`src/rtl/time_set_ctrl_pkg.sv`:
```
// Shared state/mode codes and small decode helpers for the clock time-set controller.
// The display mux imports the same codes to pick which digit blinks.
package time_set_ctrl_pkg;

  typedef enum logic [2:0] {
    ST_RUN    = 3'd0,
    ST_SET_ML = 3'd1,
    ST_SET_MH = 3'd2,
    ST_SET_HL = 3'd3,
    ST_SET_HH = 3'd4
  } state_e;

  function automatic state_e next_mode(input state_e s);
    case (s)
      ST_RUN:    return ST_SET_ML;
      ST_SET_ML: return ST_SET_MH;
      ST_SET_MH: return ST_SET_HL;
      ST_SET_HL: return ST_SET_HH;
      default:   return ST_RUN;
    endcase
  endfunction

  // Strobe vector order: {min_set_l, min_set_h, hr_set_l, hr_set_h}
  function automatic logic [3:0] set_strobe(input state_e s);
    case (s)
      ST_SET_ML: return 4'b1000;
      ST_SET_MH: return 4'b0100;
      ST_SET_HL: return 4'b0010;
      ST_SET_HH: return 4'b0001;
      default:   return 4'b0000;
    endcase
  endfunction

endpackage

```
`src/rtl/time_set_ctrl_btn_debounce.sv`:
```
// Front-panel button conditioner: 2-flop synchronizer, stability counter and
// a one-cycle press event on each 0->1 edge of the debounced level.
module time_set_ctrl_btn_debounce #(
  parameter int DEB_CYCLES = 500000
) (
  input  logic clk,
  input  logic rst_n,
  input  logic btn_raw,
  output logic level,
  output logic press
);

  localparam int CW = $clog2(DEB_CYCLES + 1);

  logic          sync1_q, sync2_q;
  logic          deb_q, deb_d;
  logic          deb_prev_q;
  logic [CW-1:0] cnt_q, cnt_d;

  // Counter runs only while the synchronized level disagrees with the
  // debounced one; any agreement restarts it, so it never passes DEB_CYCLES.
  always_comb begin
    deb_d = deb_q;
    cnt_d = '0;
    if (sync2_q != deb_q) begin
      if (cnt_q == CW'(DEB_CYCLES)) deb_d = sync2_q;
      else                          cnt_d = cnt_q + 1'b1;
    end
  end

  always_ff @(posedge clk or negedge rst_n) begin
    if (!rst_n) begin
      sync1_q    <= 1'b0;
      sync2_q    <= 1'b0;
      deb_q      <= 1'b0;
      deb_prev_q <= 1'b0;
      cnt_q      <= '0;
    end else begin
      sync1_q    <= btn_raw;
      sync2_q    <= sync1_q;
      deb_q      <= deb_d;
      deb_prev_q <= deb_q;
      cnt_q      <= cnt_d;
    end
  end

  assign level = deb_q;
  assign press = deb_q & ~deb_prev_q;

endmodule

```
`src/rtl/time_set_ctrl.sv`:
```
// RUN/SET mode controller: debounced buttons, set strobes with auto-repeat,
// inactivity timeout back to RUN, and the edit-digit blink phase.
//   state     | meaning
//   ST_RUN    | clock running, buttons only advance mode
//   ST_SET_ML | editing minute low digit, seconds frozen
//   ST_SET_MH | editing minute high digit
//   ST_SET_HL | editing hour low digit
//   ST_SET_HH | editing hour high digit
module time_set_ctrl
  import time_set_ctrl_pkg::*;
#(
  parameter int DEB_CYCLES    = 500000,
  parameter int REPEAT_START  = 25000000,
  parameter int REPEAT_RATE   = 5000000,
  parameter int TIMEOUT_TICKS = 30
) (
  input  logic       clk,
  input  logic       rst_n,
  input  logic       btn_mode,
  input  logic       btn_inc,
  input  logic       tick_1hz,
  output logic       run_en,
  output logic       sec_clr,
  output logic       min_set_l,
  output logic       min_set_h,
  output logic       hr_set_l,
  output logic       hr_set_h,
  output logic [2:0] mode,
  output logic       blink
);

  localparam int RW = $clog2(REPEAT_START + 1);
  localparam int TW = $clog2(TIMEOUT_TICKS + 1);
  // Reload so the counter climbs back to REPEAT_START after REPEAT_RATE cycles
  localparam int RPT_RELOAD = (REPEAT_RATE >= REPEAT_START) ? 1
                                                            : REPEAT_START - REPEAT_RATE + 1;

  logic mode_lvl, mode_press, inc_lvl, inc_ev;
  logic mode_ev;

  time_set_ctrl_btn_debounce #(.DEB_CYCLES(DEB_CYCLES)) u_deb_mode (
    .clk    (clk),
    .rst_n  (rst_n),
    .btn_raw(btn_mode),
    .level  (mode_lvl),
    .press  (mode_press)
  );

  time_set_ctrl_btn_debounce #(.DEB_CYCLES(DEB_CYCLES)) u_deb_inc (
    .clk    (clk),
    .rst_n  (rst_n),
    .btn_raw(btn_inc),
    .level  (inc_lvl),
    .press  (inc_ev)
  );

  assign mode_ev = mode_press & mode_lvl;

  state_e        state_q, state_d;
  logic          sec_clr_q, sec_clr_d;
  logic [3:0]    set_q, set_d;
  logic          run_en_q, run_en_d;
  logic          blink_q, blink_d;
  logic [RW-1:0] rpt_q, rpt_d;
  logic [TW-1:0] to_q, to_d;
  logic          in_set, timeout_hit;

  always_comb begin
    state_d     = state_q;
    sec_clr_d   = 1'b0;
    set_d       = 4'b0000;
    rpt_d       = rpt_q;
    to_d        = to_q;
    in_set      = (state_q != ST_RUN);
    timeout_hit = in_set && tick_1hz && (to_q == TW'(TIMEOUT_TICKS - 1));

    if (mode_ev) begin
      state_d   = next_mode(state_q);
      sec_clr_d = (state_q == ST_RUN);
      rpt_d     = '0;
      to_d      = '0;
    end else if (inc_ev && in_set) begin
      set_d = set_strobe(state_q);
      rpt_d = RW'(1);
      to_d  = '0;
    end else if (in_set) begin
      if (timeout_hit) begin
        state_d = ST_RUN;
        rpt_d   = '0;
        to_d    = '0;
      end else begin
        if (tick_1hz) to_d = to_q + 1'b1;
        // rpt_q == 0 means no repeat armed for the current hold
        if (!inc_lvl) begin
          rpt_d = '0;
        end else if (rpt_q == RW'(REPEAT_START)) begin
          set_d = set_strobe(state_q);
          rpt_d = RW'(RPT_RELOAD);
        end else if (rpt_q != '0) begin
          rpt_d = rpt_q + 1'b1;
        end
      end
    end

    run_en_d = (state_d == ST_RUN);
    blink_d  = (state_d == ST_RUN) ? 1'b0 : (blink_q ^ (tick_1hz & in_set));
  end

  always_ff @(posedge clk or negedge rst_n) begin
    if (!rst_n) begin
      state_q   <= ST_RUN;
      sec_clr_q <= 1'b0;
      set_q     <= 4'b0000;
      run_en_q  <= 1'b1;
      blink_q   <= 1'b0;
      rpt_q     <= '0;
      to_q      <= '0;
    end else begin
      state_q   <= state_d;
      sec_clr_q <= sec_clr_d;
      set_q     <= set_d;
      run_en_q  <= run_en_d;
      blink_q   <= blink_d;
      rpt_q     <= rpt_d;
      to_q      <= to_d;
    end
  end

  assign mode      = state_q;
  assign run_en    = run_en_q;
  assign sec_clr   = sec_clr_q;
  assign min_set_l = set_q[3];
  assign min_set_h = set_q[2];
  assign hr_set_l  = set_q[1];
  assign hr_set_h  = set_q[0];
  assign blink     = blink_q;

endmodule

```
`config.mk`:
```
export PLATFORM = sky130hd
export DESIGN_NAME = time_set_ctrl
export DESIGN_NICKNAME = d
export VERILOG_FILES = /design/src/rtl/time_set_ctrl_pkg.sv /design/src/rtl/time_set_ctrl_btn_debounce.sv /design/src/rtl/time_set_ctrl.sv
export SDC_FILE = /design/constraint.sdc
export NUM_CORES = 1
export LEC_CHECK = 0
export BUFFER_PORTS_ARGS = -buffer_cell sky130_fd_sc_hd__buf_2
export CAP_MARGIN = 20
export CELL_PAD_IN_SITES_DETAIL_PLACEMENT = 0
export CELL_PAD_IN_SITES_GLOBAL_PLACEMENT = 1
export CORE_AREA = 10 10 106 108
export CTS_BUF_LIST = sky130_fd_sc_hd__clkbuf_4 sky130_fd_sc_hd__clkbuf_8
export DETAILED_ROUTE_END_ITERATION = 7
export DIE_AREA = 0 0 116 118
export PLACE_DENSITY = 0.82
export SLEW_MARGIN = 10
export SYNTH_ARGS = -nofsm -noshare
export SYNTH_HDL_FRONTEND = slang
export SYNTH_SLANG_ARGS = --single-unit
```
`constraint.sdc`:
```
create_clock -name clk -period 2.6 [get_ports clk]
set_input_delay 0.52 -clock clk [delete_from_list [all_inputs] [get_ports clk]]
set_output_delay 0.52 -clock clk [all_outputs]
set_load 0.05 [all_outputs]
```
* Word level (Yosys, flattened, before mapping)
Index checks and enable logic that the tools add are counted.
** Storage, ports and cells
- Flip-flop bits (word level) :: 86
** Cells by class
- Add/sub/neg operators :: 4
- Equality and inequality tests :: 11
- Muxes and demuxes :: 30
- Bitwise operators :: 7
- Reduce and logical (&&, ||, !) cells :: 13
** Operators with widths (number)
- $mux 25 :: 7
- $mux 19 :: 4
- $add 19x1->19 const B :: 2
- $eq 19x19->1 const B :: 2
- $add 25x1->25 const B :: 1
- $eq 25x25->1 const B :: 1
- $mux 5 :: 5
- $reduce_bool 25->1 :: 1
- $mux 4 :: 6
- $pmux 4 s4 :: 1
- $mux 3 :: 4
- $pmux 3 s4 :: 1
- $reduce_and 2->1 :: 4
- $eq 3x2->1 const B :: 2
- $logic_not 3->1 :: 2
- $ne 6x6->1 const B :: 1
- $reduce_bool 3->1 :: 2
- $add 5x1->5 const B :: 1
- $eq 5x5->1 const B :: 1
- $and 1x1->1 :: 4
- $reduce_bool 4->1 :: 1
- $eq 3x1->1 const B :: 1
- $eq 3x3->1 const B :: 1
- $logic_and 1x1->1 :: 3
- 4 further kinds :: 7

* Longest topological paths before layout
Gate-level depths: netlist of the first run.
- Depth after elaboration :: 9
- Depth in mapped cells :: 9
- Depth with buffers taken out :: 7

* Cells and area by module
A second synthesis of the first run with hierarchy kept.
** Unflattened totals
- Cells, all modules :: 483
- Area, all modules :: 4708.3 um^2
** By module, submodules not included
- time_set_ctrl :: times used 1, cells an instance 265, area an instance 2426.1 um^2, sequential area each 1002.2 um^2
- time_set_ctrl_btn_debounce :: times used 2, cells an instance 109, area an instance 1141.1 um^2, sequential area each 575.6 um^2

* Least setup slack after synthesis of the first run
OpenSTA, ideal clock, no wires.
- Kind :: reg-to-reg
- Start point :: reg state_q[2] (netlist: mode[2])
- End point :: reg rpt_q[0]
- Setup time :: 0.121 ns
- Data arrival time :: 2.155 ns
- Data required time :: 2.479 ns
- Setup slack :: 0.324 ns
- Stages on the path, launching flop included :: 9
- Path buffers :: 4
- Cell sequence :: dfrtp_1 > buf_6 > or3_1 > buf_6 > a2111oi_4 > buf_6 > buf_12 > nor3_1 > a22o_1
** Between the ends
- Word-level cells in the longest chain between the ends :: 7
- Elaborated cells between the ends (all ways) :: 11
- Classes of those cells :: eq/ne (1); mux (4); reduce/logical (6)
** RTL lines
- start: declaration :: RTL line time_set_ctrl.sv:59 : state_e state_q, state_d;
- start signal: assignment :: RTL line time_set_ctrl.sv:119 : state_q <= state_d;
- $reduce_bool 3->1 * :: RTL line time_set_ctrl.sv:74 : in_set = (state_q != ST_RUN);
- $logic_and 1x1->1 (2 in a row) :: RTL line time_set_ctrl.sv:75 : timeout_hit = in_set && tick_1hz && (to_q == TW'(TIMEOUT_TICKS - 1));
- $mux 25 :: RTL line time_set_ctrl.sv:87 : if (timeout_hit) begin
- $mux 25 :: RTL line time_set_ctrl.sv:86 : end else if (in_set) begin
- $mux 25 :: RTL line time_set_ctrl.sv:82 : end else if (inc_ev && in_set) begin
- $mux 25 :: RTL line time_set_ctrl.sv:77 : if (mode_ev) begin
- end signal: assignment :: RTL line time_set_ctrl.sv:124 : rpt_q <= rpt_d;
- end: declaration :: RTL line time_set_ctrl.sv:64 : logic [RW-1:0] rpt_q, rpt_d;
Every way passes the cells marked *; elsewhere a longest branch is shown, timed or not. The select of a mux whose other input is x is not followed.
A chain may end at the register's enable or synchronous reset.

* Worst setup path after layout of the first run
- Start point :: reg rpt_q[0]
- End point :: reg rpt_q[1]
** Between the ends
- Word-level cells in the longest chain between the ends :: 8
- Elaborated cells between the ends (all ways) :: 12
- Classes of those cells :: add/sub (1); eq/ne (2); mux (7); reduce/logical (2)
** RTL lines
- $add 25x1->25 :: RTL line time_set_ctrl.sv:100 : rpt_d = rpt_q + 1'b1;
- $mux 25 :: RTL line time_set_ctrl.sv:99 : end else if (rpt_q != '0) begin
- $mux 25 :: RTL line time_set_ctrl.sv:96 : end else if (rpt_q == RW'(REPEAT_START)) begin
- $mux 25 :: RTL line time_set_ctrl.sv:94 : if (!inc_lvl) begin
- $mux 25 :: RTL line time_set_ctrl.sv:87
- $mux 25 :: RTL line time_set_ctrl.sv:86
- $mux 25 :: RTL line time_set_ctrl.sv:82
- $mux 25 :: RTL line time_set_ctrl.sv:77
Several ways; a longest one is shown, not always the timed one. The select of a mux whose other input is x is not followed.

==> flow_summary.ini, run 1 <==
[outcome]
outcome = finished clean

[yosys]
synthTopCellsByArea = dfrtp_1 47%, nor2_1 6.4%, xnor2_1 5.9%, xor2_1 3.5%, nand3_1 3.0%
synth_edf_count = 0
netlist_top_cells_count = 85 x dfrtp_1, 76 x nor2_1, 30 x xnor2_1
synthCells = 465
avgSynthCellArea_um2 = 9.636
yosysMostFrequentCell = dfrtp_1
synth_top_area_cell = dfrtp_1
synth_top_area_share = 0.4747
syn_area_um2 = 4481
syn_nets = 478
yosysUniqueCellTypes = 52
synth_ff_type = dfrtp_1
ys_seq_area_frac = 0.4806
yosys_register_bits = 86
synth-async-reset-ratio = 1.000
ys_warn_count = 0

[timing]
setup_viol = 0
rsz0062_at_grt = false
slew_headroom = 0.6346
clock_skew_ns = 0.01390
maxSlewViolCount = 0
fin_crit_ns = 2.261
holdWs_ns = 0.1405
fmax_ghz = 0.4422
hold_violations = 0
min_period_over_period = 0.8698
setup_tns_ns = 0
tightest_slew_ns = 0.5439

[routing]
drt_wl_total_um = 9053
wire_per_inst_um = 15.14
num_vias = 3362
drc = 0
ant_nets = 0
drt_iter0_markers = 128
viasPerCell = 5.622
dr.pass1.iters = 4

[floorplan]
start_util = 0.4919
dieArea_um2 = 13690
pin_count = 15
row_count = 35
core_um2 = 9109
dieHeight_um = 118
die_w_um = 116

[worst_setup_path]
path_max_fanout = 23
arrival_ns = 2.50
crit_required_ns = 2.84
critPathKind = reg2reg
crit_path_start_kind = register
critPathCaptureType = register

[pwr]
ir_drop_uv = 340.1
p_leak_uw = 0.002034
powerDensity_nw_per_um2 = 583.2

[clock_tree]
clk_pin_slew_ns = 0.10
cts-htree-levels = 3
cts_max_path_buffers = 2
numCtsBuffers = 9
post-cts-setup-buffers = 0
cts_root_buf = clkbuf_8
insertion_delay_ns = 0.36
cts_resized = 0
cts_tree = built
cts_sinks = 86
cts_hold_buffers = 0

[finish]
layout-area-overhead-vs-synth_pct = 8.238
fin_nets = 495
drive_above_1_share = 0.1150
antenna_cells = 0

[placed_design]
gp_congestion = 0.8970
port-buffer-count = 14
hpwl_um = 6295

[global_routing]
grt-ovfl-total = 0
grt_pass1_wl_um = 15690
grt_start_max_net_pins = 45
antenna_found_initial = 0
track_usage = 0.1374
grt_pass1_vias = 3242

[job]
drv_cap = 0

[min_path]
hold_path.class = in2async
[placed cells by master, fill, tap and decap left out, drive strengths merged, types with 5 or more instances in the layout]
cell type,n
buf,21
nor4b,8
clkbuf,10
nand4,18
nor2,76
xnor2,30
dfrtp,85
or3,5
nor4,8
a21oi,17
and4,8
a211oi,6
xor2,18
inv,21
and3,6
nand2b,5
o22a,6
nand2,26
o31ai,7
o21ai,13
or2,5
or4,5
nand3,27
ha,8
nor3,18
[power breakdown]
part           total (µW)  leakage (µW)  switching [µW]  internal, µW
clock network         965     0.0000993             490           475
logic                 368      0.000771             252           117
registers            1490       0.00116            84.2          1410
[routing by layer]
| layer | share of wire | GRT usage | vias to the layer above |
|---|---|---|---|
| met5 | 0 | 0 | - |
| met4 | 0.010 | 0.03834 | 0 |
| met3 | 0.041 | 0.03619 | 11 |
| met2 | 0.47 | 0.2141 | 50 |
| met1 | 0.48 | 0.1820 | 1623 |
| li1 | - | - | 1678 |
[area by class of cell]
class                           instances  area (µm²)
Sequential cell                        86        2153
Inverter                               19       71.32
Fill cell                             832        4259
Tap cell                              111       138.9
Clock buffer                           10       137.6
Multi-Input combinational cell        345        2143
Clock inverter                          6       67.56
Timing Repair Buffer                   21       137.6
[stage by stage]
step | std cells | util | cell area (µm²) | total power [µW] | setup slack, ns
6_report | 598 | 0.5324 | 4850 | 2828 | 0.3386
4_1_cts | 598 | 0.5324 | 4850 | 2879 | 0.3504
3_3_place_gp | 582 | 0.5099 | 4644 | 1886 | 0.4444
3_5_place_dp | 582 | 0.5099 | 4644 | 1895 | 0.3716
5_1_grt | 598 | 0.5324 | 4850 | 2984 | 0.1286
2_1_floorplan | 465 | - | 4481 | 1791 | 0.3241
[path summary, 6_finish.rpt]
kind                                    from              endpoint  slack, ns  cells after the start
max                                 rpt_q[0]              rpt_q[1]       0.34                      8
min                                    rst_n               to_q[2]       0.14                      1
max reg2reg                         rpt_q[0]              rpt_q[1]       0.34                      8
min reg2reg                u_deb_inc.sync1_q     u_deb_inc.sync2_q       0.35                      0
max in group asynchronous              rst_n  u_deb_mode.cnt_q[16]       1.81                      2
min in group clk                    btn_mode    u_deb_mode.sync1_q       0.27                      1
[registers in the layout (all words and copies together) (netlist names), 3 cells and up]
| name | flops |
|---|---|
| u_deb_mode.cnt_q | 19 |
| set_q | 4 |
| rpt_q | 25 |
| to_q | 5 |
| mode | 3 |
| u_deb_inc.cnt_q | 19 |
[cells by family after synthesis]
kind of cell / Yosys count / synth area share
AO/OA/AOI/OAI: 61 / 0.09467
XOR/XNOR: 48 / 0.09383
multiplexers: 2 / 0.005026
adder cells (fa/ha/maj): 8 / 0.02234
buffers and inverters: 34 / 0.04105
flip-flops: 86 / 0.4806
AND/OR/NAND/NOR: 226 / 0.2625
[critical path: stages (launching register included)]
cell	delay [ns]
dfrtp_1	0.42
inv_1	0.10
ha_1	0.15
nor4b_1	0.30
nand3_1	0.19
a2111oi_4	0.30
buf_4	0.30
or2_2	0.26
o21ai_0	0.12
(Power assumes the default switching activity.)
==> inputs of run 2 (changes only) <==
--- a/config.mk
+++ b/config.mk
@@ -6,5 +6,5 @@
 export NUM_CORES = 1
 export LEC_CHECK = 0
-export BUFFER_PORTS_ARGS = -buffer_cell sky130_fd_sc_hd__buf_2
+export BUFFER_PORTS_ARGS = -buffer_cell sky130_fd_sc_hd__clkbuf_2
 export CAP_MARGIN = 20
 export CELL_PAD_IN_SITES_DETAIL_PLACEMENT = 0
==> constraint.sdc (replaced) <==
create_clock -name clk -period 2.5 [get_ports clk]
set_input_delay 0 -clock clk [delete_from_list [all_inputs] [get_ports clk]]
set_output_delay 0 -clock clk [all_outputs]
set_load 0.05 [all_outputs]
==> run 2 against run 1 <==
  * Sequential share of layout area fell by 0.33 points
  * Count of clock-buffer cells in the layout shrank 1
  * Final cell count increased by 0.67%
  * Highest routed layer unchanged
  * Fmax grew 2.3%
  * Routed wire length increased by 0.81%
  * Largest power group unchanged
==> flow_summary.ini, run 2 (same netlist as run 1, synthesis figures left out) <==
[floorplan]
dieArea_um2 = 13690
dieHeight_um = 118
core_um2 = 9109
row_count = 35
pin_count = 15
start_util = 0.4919
die_w_um = 116

[routing]
drc = 0
dr.pass1.iters = 4
num_vias = 3393
viasPerCell = 5.636
drt_iter0_markers = 164
drt_wl_total_um = 9126
wire_per_inst_um = 15.16
ant_nets = 0

[finish]
antenna_cells = 0
drive_above_1_share = 0.1161
layout-area-overhead-vs-synth_pct = 9.048
final_cell_mix = 85 x dfrtp_1, 76 x nor2_1, 30 x xnor2_1
fin_cells = 602
largest_register_ffs = 25
fin_nets = 499
top_regs = rpt_q x25, u_deb_inc.cnt_q x19, u_deb_mode.cnt_q x19
final_common_cell = dfrtp_1
largest-register = rpt_q

[pwr]
power_frac_comb = 0.129
totalPowerFinal_uw = 2957
switching_share = 0.3017
p_leak_uw = 0.002049
ir_drop_uv = 318.6
power_frac_seq = 0.526
switchingPower_uw = 892.1
internal_power_uw = 2064
powerDensity_nw_per_um2 = 605.1
clockPowerShare = 0.345

[worst_setup_path]
path_max_fanout = 23
critPathKind = reg2reg
critPathBufInv = 2
rrSetupSlack_ns = 0.29
r2r_end = rpt_q[1]
crit_required_ns = 2.74
rr_startpoint = rpt_q[0]
crit_chain = inv_1 -> ha_1 -> nor4b_1 -> nand3_1 -> a2111oi_4 -> buf_12 -> or2_2 -> o21ai_0
critPathCaptureType = register
crit_path_start_kind = register
r2r_cells = 8
crit_slowest_cell = dfrtp_1
slowest_delay_ns = 0.43
crit_family = simple AND/OR/NAND/NOR gates
arrival_ns = 2.45

[timing]
setup_viol = 0
hold_violations = 0
setup_tns_ns = 0
clock_skew_ns = 0.01092
slew_headroom = 0.5687
fmax_ghz = 0.4524
fin_crit_ns = 2.210
maxSlewViolCount = 0
min_period_over_period = 0.8842
tightest_slew_ns = 0.6469
rsz0062_at_grt = false

[job]
drv_cap = 0

[clock_tree]
cts_max_path_buffers = 2
insertion_delay_ns = 0.36
clk_pin_slew_ns = 0.10
numCtsBuffers = 9
cts_sinks = 86
cts-htree-levels = 3
cts_tree = built
cts_root_buf = clkbuf_8
post-cts-setup-buffers = 0

[global_routing]
grt_start_max_net_pins = 51
grt_pass1_vias = 3398
grt_pass1_wl_um = 16450
antenna_found_initial = 0
track_usage = 0.1439
grt-ovfl-total = 0

[min_path]
hold_path.class = in2reg
hold_depth = 4
worstHoldEndpoint = blink
hp-start = tick_1hz

[placed_design]
hpwl_um = 6370
gp_congestion = 0.8981
port-buffer-count = 14
dp.cells = 583

[outcome]
outcome = finished clean
-- run 2: layout make-up --
type                       count  area, µm²
sequential                    86       2153
clock buffer                   9      123.9
multi-input combinational    345       2143
inverter                      19      71.32
clock inverter                 7      80.08
timing repair buffer          25      175.2
tap                          111      138.9
fill                         846       4223
-- run 2: tightest hold or removal path, stage by stage --
cell and delay [ns]:
clkbuf_2 0.10, nand2_1 0.09, xor2_1 0.07, nor2_1 0.08
-- run 2: per-layer routing --
layer  wire, µm  global-route usage  vias to the layer above
li1           -                   -                     1688
met5          0                   0                        -
met3        421             0.04128                        9
met2       4364              0.2251                       50
met1       4236              0.1906                     1646
met4        103             0.03286                        0
-- run 2: metrics by stage --
step	utilization	instance area (µm²)	setup WS [ns]	hold slack, ns
finish	0.5364	4886	0.2895	0.02171
floorplan	-	4481	0.2241	-0.2956
global route	0.5364	4886	0.1538	0.07981
global placement	0.5107	4652	0.4034	0.07183
detailed placement	0.5107	4652	0.3328	0.08089
CTS	0.5364	4886	0.2995	0.01659
-- run 2: worst max-delay path by stage --
stage / startpoint / endpoint / depth (start not counted)
after floorplan: mode[2] / rpt_q[0] / 8
after detailed placement: rpt_q[0] / rpt_q[1] / 8
after global placement: rpt_q[0] / rpt_q[1] / 8
after global routing: rpt_q[0] / rpt_q[4] / 8
after CTS: rpt_q[0] / rpt_q[1] / 8
final: rpt_q[0] / rpt_q[1] / 8
-- run 2: power by group through the flow --
stage / Clock [µW] / Sequential, µW / Combinational, µW
2_1_floorplan: 0 / 1650 / 217
3_3_place_gp: 0 / 1580 / 379
3_5_place_dp: 0 / 1580 / 387
4_1_cts: 1050 / 1560 / 391
5_1_grt: 1110 / 1570 / 427
6_report: 1020 / 1550 / 382
-- run 2: repair_timing --
| action | CTS | global route |
|---|---|---|
| hold endpoints to repair | 49 | 0 |
| hold buffers | 3 | 0 |
| gates resized for setup | 0 | 0 |
